**config.mk**
```make
export PLATFORM = sky130hd
export DESIGN_NAME = fft_in_framer
export DESIGN_NICKNAME = d
export VERILOG_FILES = /design/src/rtl/fft_in_framer.sv
export SDC_FILE = /design/constraint.sdc
export NUM_CORES = 1
export LEC_CHECK = 0
export CAP_MARGIN = 20
export CORE_MARGIN = 2
export CORE_UTILIZATION = 50
export CTS_CLUSTER_DIAMETER = 80
export DETAILED_ROUTE_END_ITERATION = 10
export DONT_BUFFER_PORTS = 1
export GPL_TIMING_DRIVEN = 0
export PLACE_DENSITY_LB_ADDON = 0.05
export SYNTH_ARGS = -nofsm -noshare
export SYNTH_HDL_FRONTEND = slang
export SYNTH_SLANG_ARGS = --single-unit
```
**constraint.sdc**
```tcl
create_clock -name clk -period 2.4 [get_ports clk]
set_clock_uncertainty 0.1 [all_clocks]
set_input_delay 0.48 -clock clk [delete_from_list [all_inputs] [get_ports clk]]
set_output_delay 0.48 -clock clk [all_outputs]
set_load 0.02 [all_outputs]
```
**src/rtl/fft_in_framer.sv**
```systemverilog
// rtl/fft_in_framer.sv - serial-to-16-lane framer feeding the FFT input, with frame/block indexing.
// Optional zero-pad flush of a partial frame is enabled by defining FRAMER_FLUSH_EN.
module fft_in_framer #(
    parameter int FRAMES_PER_BLK = 32
) (
    input  logic               clk,
    input  logic               rstn,
    input  logic               din_valid,
    input  logic signed [10:0] din_R,
    input  logic signed [10:0] din_Q,
`ifdef FRAMER_FLUSH_EN
    input  logic               din_flush,
`endif
    output logic               valid,
    output logic signed [10:0] d_in_R [0:15],
    output logic signed [10:0] d_in_Q [0:15],
    output logic [4:0]         frame_idx,
    output logic               blk_start
);

    localparam logic [4:0] LAST_FRAME = 5'(FRAMES_PER_BLK - 1);

    logic [3:0]         r_lane;
    logic [4:0]         r_frame_cnt;
    logic signed [10:0] r_cap_r [0:15];
    logic signed [10:0] r_cap_q [0:15];

    logic               w_emit;
    logic [3:0]         w_lane_next;
    logic signed [10:0] w_frame_r [0:15];
    logic signed [10:0] w_frame_q [0:15];

`ifdef FRAMER_FLUSH_EN
    // A flush only emits when there is at least one sample to carry, captured or arriving now.
    assign w_emit = (din_valid && (r_lane == 4'd15)) ||
                    (din_flush && (din_valid || (r_lane != 4'd0)));
`else
    assign w_emit = din_valid && (r_lane == 4'd15);
`endif

    always_comb begin
        w_lane_next = r_lane;
        if (w_emit) begin
            w_lane_next = 4'd0;
        end else if (din_valid) begin
            w_lane_next = r_lane + 4'd1;
        end
    end

    // Frame image as of this edge: captured lanes below the counter, the live sample
    // at the counter, zeros above (only reachable through a flush).
    always_comb begin
        for (int i = 0; i < 16; i++) begin
            w_frame_r[i] = 11'sd0;
            w_frame_q[i] = 11'sd0;
            if (din_valid && (r_lane == 4'(i))) begin
                w_frame_r[i] = din_R;
                w_frame_q[i] = din_Q;
            end else if (4'(i) < r_lane) begin
                w_frame_r[i] = r_cap_r[i];
                w_frame_q[i] = r_cap_q[i];
            end
        end
    end

    always_ff @(posedge clk or negedge rstn) begin
        if (!rstn) begin
            r_lane      <= 4'd0;
            r_frame_cnt <= 5'd0;
            valid       <= 1'b0;
            blk_start   <= 1'b0;
            frame_idx   <= 5'd0;
            for (int i = 0; i < 16; i++) begin
                r_cap_r[i] <= 11'sd0;
                r_cap_q[i] <= 11'sd0;
                d_in_R[i]  <= 11'sd0;
                d_in_Q[i]  <= 11'sd0;
            end
        end else begin
            if (din_valid) begin
                r_cap_r[r_lane] <= din_R;
                r_cap_q[r_lane] <= din_Q;
            end
            r_lane    <= w_lane_next;
            valid     <= w_emit;
            blk_start <= w_emit && (r_frame_cnt == 5'd0);
            if (w_emit) begin
                for (int i = 0; i < 16; i++) begin
                    d_in_R[i] <= w_frame_r[i];
                    d_in_Q[i] <= w_frame_q[i];
                end
                frame_idx   <= r_frame_cnt;
                r_frame_cnt <= (r_frame_cnt == LAST_FRAME) ? 5'd0 : r_frame_cnt + 5'd1;
            end
        end
    end

endmodule

```
==> reports/qor.csv <==
stage,metric,value,unit
place,place_ws,-0.403,ns
yosys,synth_area,26700,sq um
sta,period_share,0.959,
global_route,antenna_found_initial,2,
cells_and_area,nets,2536,
routing,post_drt_wl_per_cell,22.2,um
outcome,violations,"hold timing, slew limit",
global_route,gr-usage-met3,0.0798,
global_route,grt_most_used_layer,met2,
cells_and_area,areaGrowthSynthToFinish,12.5,%
place,gp_congestion,0.816,
yosys,postSynthCellCount,2427,
place,hpwl,48.0,mm
sta,maxSlewViolCount,209,
clock_network,clock-root-buffer,clkbuf_16,
global_route,grt-ovfl-total,0,
sta,hold_viol,698,
floorplanning,die-width,235,um
global_route,grt_max_degree,699,
global_route,first_global_vias,17600,
cells_and_area,post-route-util,0.570,
global_route,grt_use_met1,0.336,
routing,firstDrtPassIters,5,
routing,routed_wirelength,72.0,mm
routing,ant_nets,0,
global_route,grt_pass1_wl,110,mm
critical_path,rrSetupSlack,0.1,ns
power_and_ir_drop,powerDensity,1350,nW/um^2
power_and_ir_drop,leakagePower,15.4,nW
run,maxCapViolCount,0,
place,io_buffers,0,
place,placed_area,27500,sq um
sta,tightest_slew,2.08,ns
outcome,status,"complete, but fails checks",
clock_network,clockBufferDepth,3,
place,numPlacedInstances,3116,
routing,drc,0,
critical_path,cp-start-kind,register,
critical_path,end_kind,register,
floorplanning,die_area,55200,sq um
global_route,gr-usage-all-layers,0.263,
sta,max_freq,434,MHz
sta,holdWs,-0.519,ns
sta,period_minus_slack,2.30,ns
floorplanning,die_h,235,um
yosys,syn_nets,2459,
clock_network,path_clk_slew,0.06,ns
global_route,met2_usage,0.427,
yosys,synth_cell_type_count,36,
yosys,synth_top_area_frac,0.655,
power_and_ir_drop,finalPower,40.6,mW
yosys,synth_warnings,0,
floorplanning,core,52700,sq um
yosys,synth_largest_area_cell,dfrtp_1,
sta,layout_setup_ws,0.0978,ns
worst_hold_path,hp-class,input port to asynchronous set/reset pin,
sta,setup-violations-final,0,
critical_path,critical_path.max_fanout,10,
floorplanning,io_pins,384,
clock_network,cts_buffers,73,
cells_and_area,postLayoutCellArea,30000,sq um
floorplanning,rows,84,
clock_network,htree_levels,3,
cells_and_area,drive_above_1_share,0.192,
clock_network,numClockSinks,698,
cells_and_area,fin_cells,3244,
routing,via_count,17300,
yosys,synth_seq_cells,698,
critical_path,worst_ep_required_time,2.78,ns
routing,drt-initial-drc-count,1131,
yosys,yosysSeqAreaShare,0.655,
clock_network,insertion_delay,0.60,ns
yosys,synth_area_leaders,"dfrtp_1 (65%), nand2_1 (14%), mux2_2 (11%), buf_2 (1.8%), o21ai_0 (1.4%)",
sta,rsz0062_at_grt,no,
yosys,synth_area_per_cell,11.0,sq um
floorplanning,initial_utilization,0.507,
sta,slew_headroom,-0.386,
critical_path,crit_arrival,2.68,ns
power_and_ir_drop,ir_drop,0.000731,V
critical_path,crit_type,register to register,
routing,vias_per_cell,5.34,
clock_network,cts_tree,done,
-- stage by stage --
stage	hold slack, ns	TNS [ns]
after floorplan	0.0844	0
after global placement	0.0977	-28.70
after detailed placement	0.0978	-24.32
after CTS	-0.548	0
after global routing	-0.542	0
final	-0.519	0
-- logic make-up after synthesis --
group / after synthesis / share of synthesized area
multiplexers: 286 / 0.120
AO/OA/AOI/OAI: 145 / 0.0308
XOR/XNOR: 1 / 0.000328
AND/OR/NAND/NOR: 1110 / 0.160
adder cells (fa/ha/maj): 7 / 0.00328
buffers and inverters: 180 / 0.0310
flip-flops: 698 / 0.655
-- layout by cell type (no fill, tap or decap), drive strengths merged, types with 2 or more instances in the layout --
cell       n
ha         7
clkinv    11
a221oi    22
nor2      67
inv        6
bufinv     2
mux2i     22
mux2     264
nor3       4
nand4      4
nor2b      3
o41ai      2
dfrtp    698
nand2   1011
buf      110
nand3     11
clkbuf   178
o21ai     74
a21oi     45
-- per-layer routing --
layer	vias up	wire, um
met2	444	34700
met4	2	2160
li1	7973	-
met5	-	18
met3	107	5570
met1	8790	29600
-- power breakdown --
part / leakage (nW) / switching [mW] / internal [mW]
clock network: 1.18 / 4.56 / 6.65
registers: 9.09 / 6.24 / 16.6
logic: 5.09 / 3.26 / 3.24
total: 15.4 / 14.1 / 26.5
-- state kept, by name, summed over array words and instances, names as in the netlist --
register     flops
r_lane           4
r_frame_cnt      5
frame_idx        5
d_in_R         176
r_cap_q        165
d_in_Q         176
valid            1
blk_start        1
r_cap_r        165
-- synth_stat cells (all sizes together) --
master and number:
nand3 11, o41ai 2, nor2b 3, ha 7, nor3 4, dfrtp 698
and4bb 1, nor2 67, nor4b 1, nand2 1011, a221oi 22, inv 5
or3 1, nand4 4, o21ai 74, and4 1, a21o 1, xnor2 1
mux2i 22, a21oi 45, and3b 1, and4b 1, buf 111, a22oi 1
mux2 264, clkbuf 64, nand4b 1, and2b 1, and3 1, or4bb 1
-- worst paths after layout --
path	startpoint	end	cells after the start
setup / recovery	r_lane[1]	r_cap_r[168]	7
hold / removal	rstn	d_in_R[90]	0
setup reg to reg	r_lane[1]	r_cap_r[168]	7
hold reg to reg	r_cap_q[107]	r_cap_q[107]	2
max in group asynchronous	rstn	r_cap_q[29]	0
min in group clk	din_valid	r_lane[2]	3
-- timing repair --
item	4_1_cts	5_1_grt
endpoints found under the hold margin	698	698
resized for setup	11	7
setup endpoints to repair	214	198
pin swaps	1	0
setup buffers	1	0
-- worst max-delay path: stages, from the launching register on --
cell and delay [ns]:
dfrtp_1 0.42, clkbuf_2 0.20, inv_1 0.15, ha_2 0.27
nand2_1 0.12, nor3_4 0.29, buf_4 0.27, mux2_2 0.35
-- final cells by class --
cell class                 instances  area [sq um]
fill                            4504         22700
sequential                       698         17500
multi-input combinational       1549          8440
clock buffer                     111          2250
tap                              688           861
buffer                           175           825
clock inverter                    15           131
inverter                           5          18.8
timing repair buffer               2          15.0
antenna                            1          2.50
No activity file was read; power rests on OpenSTA's default activity.
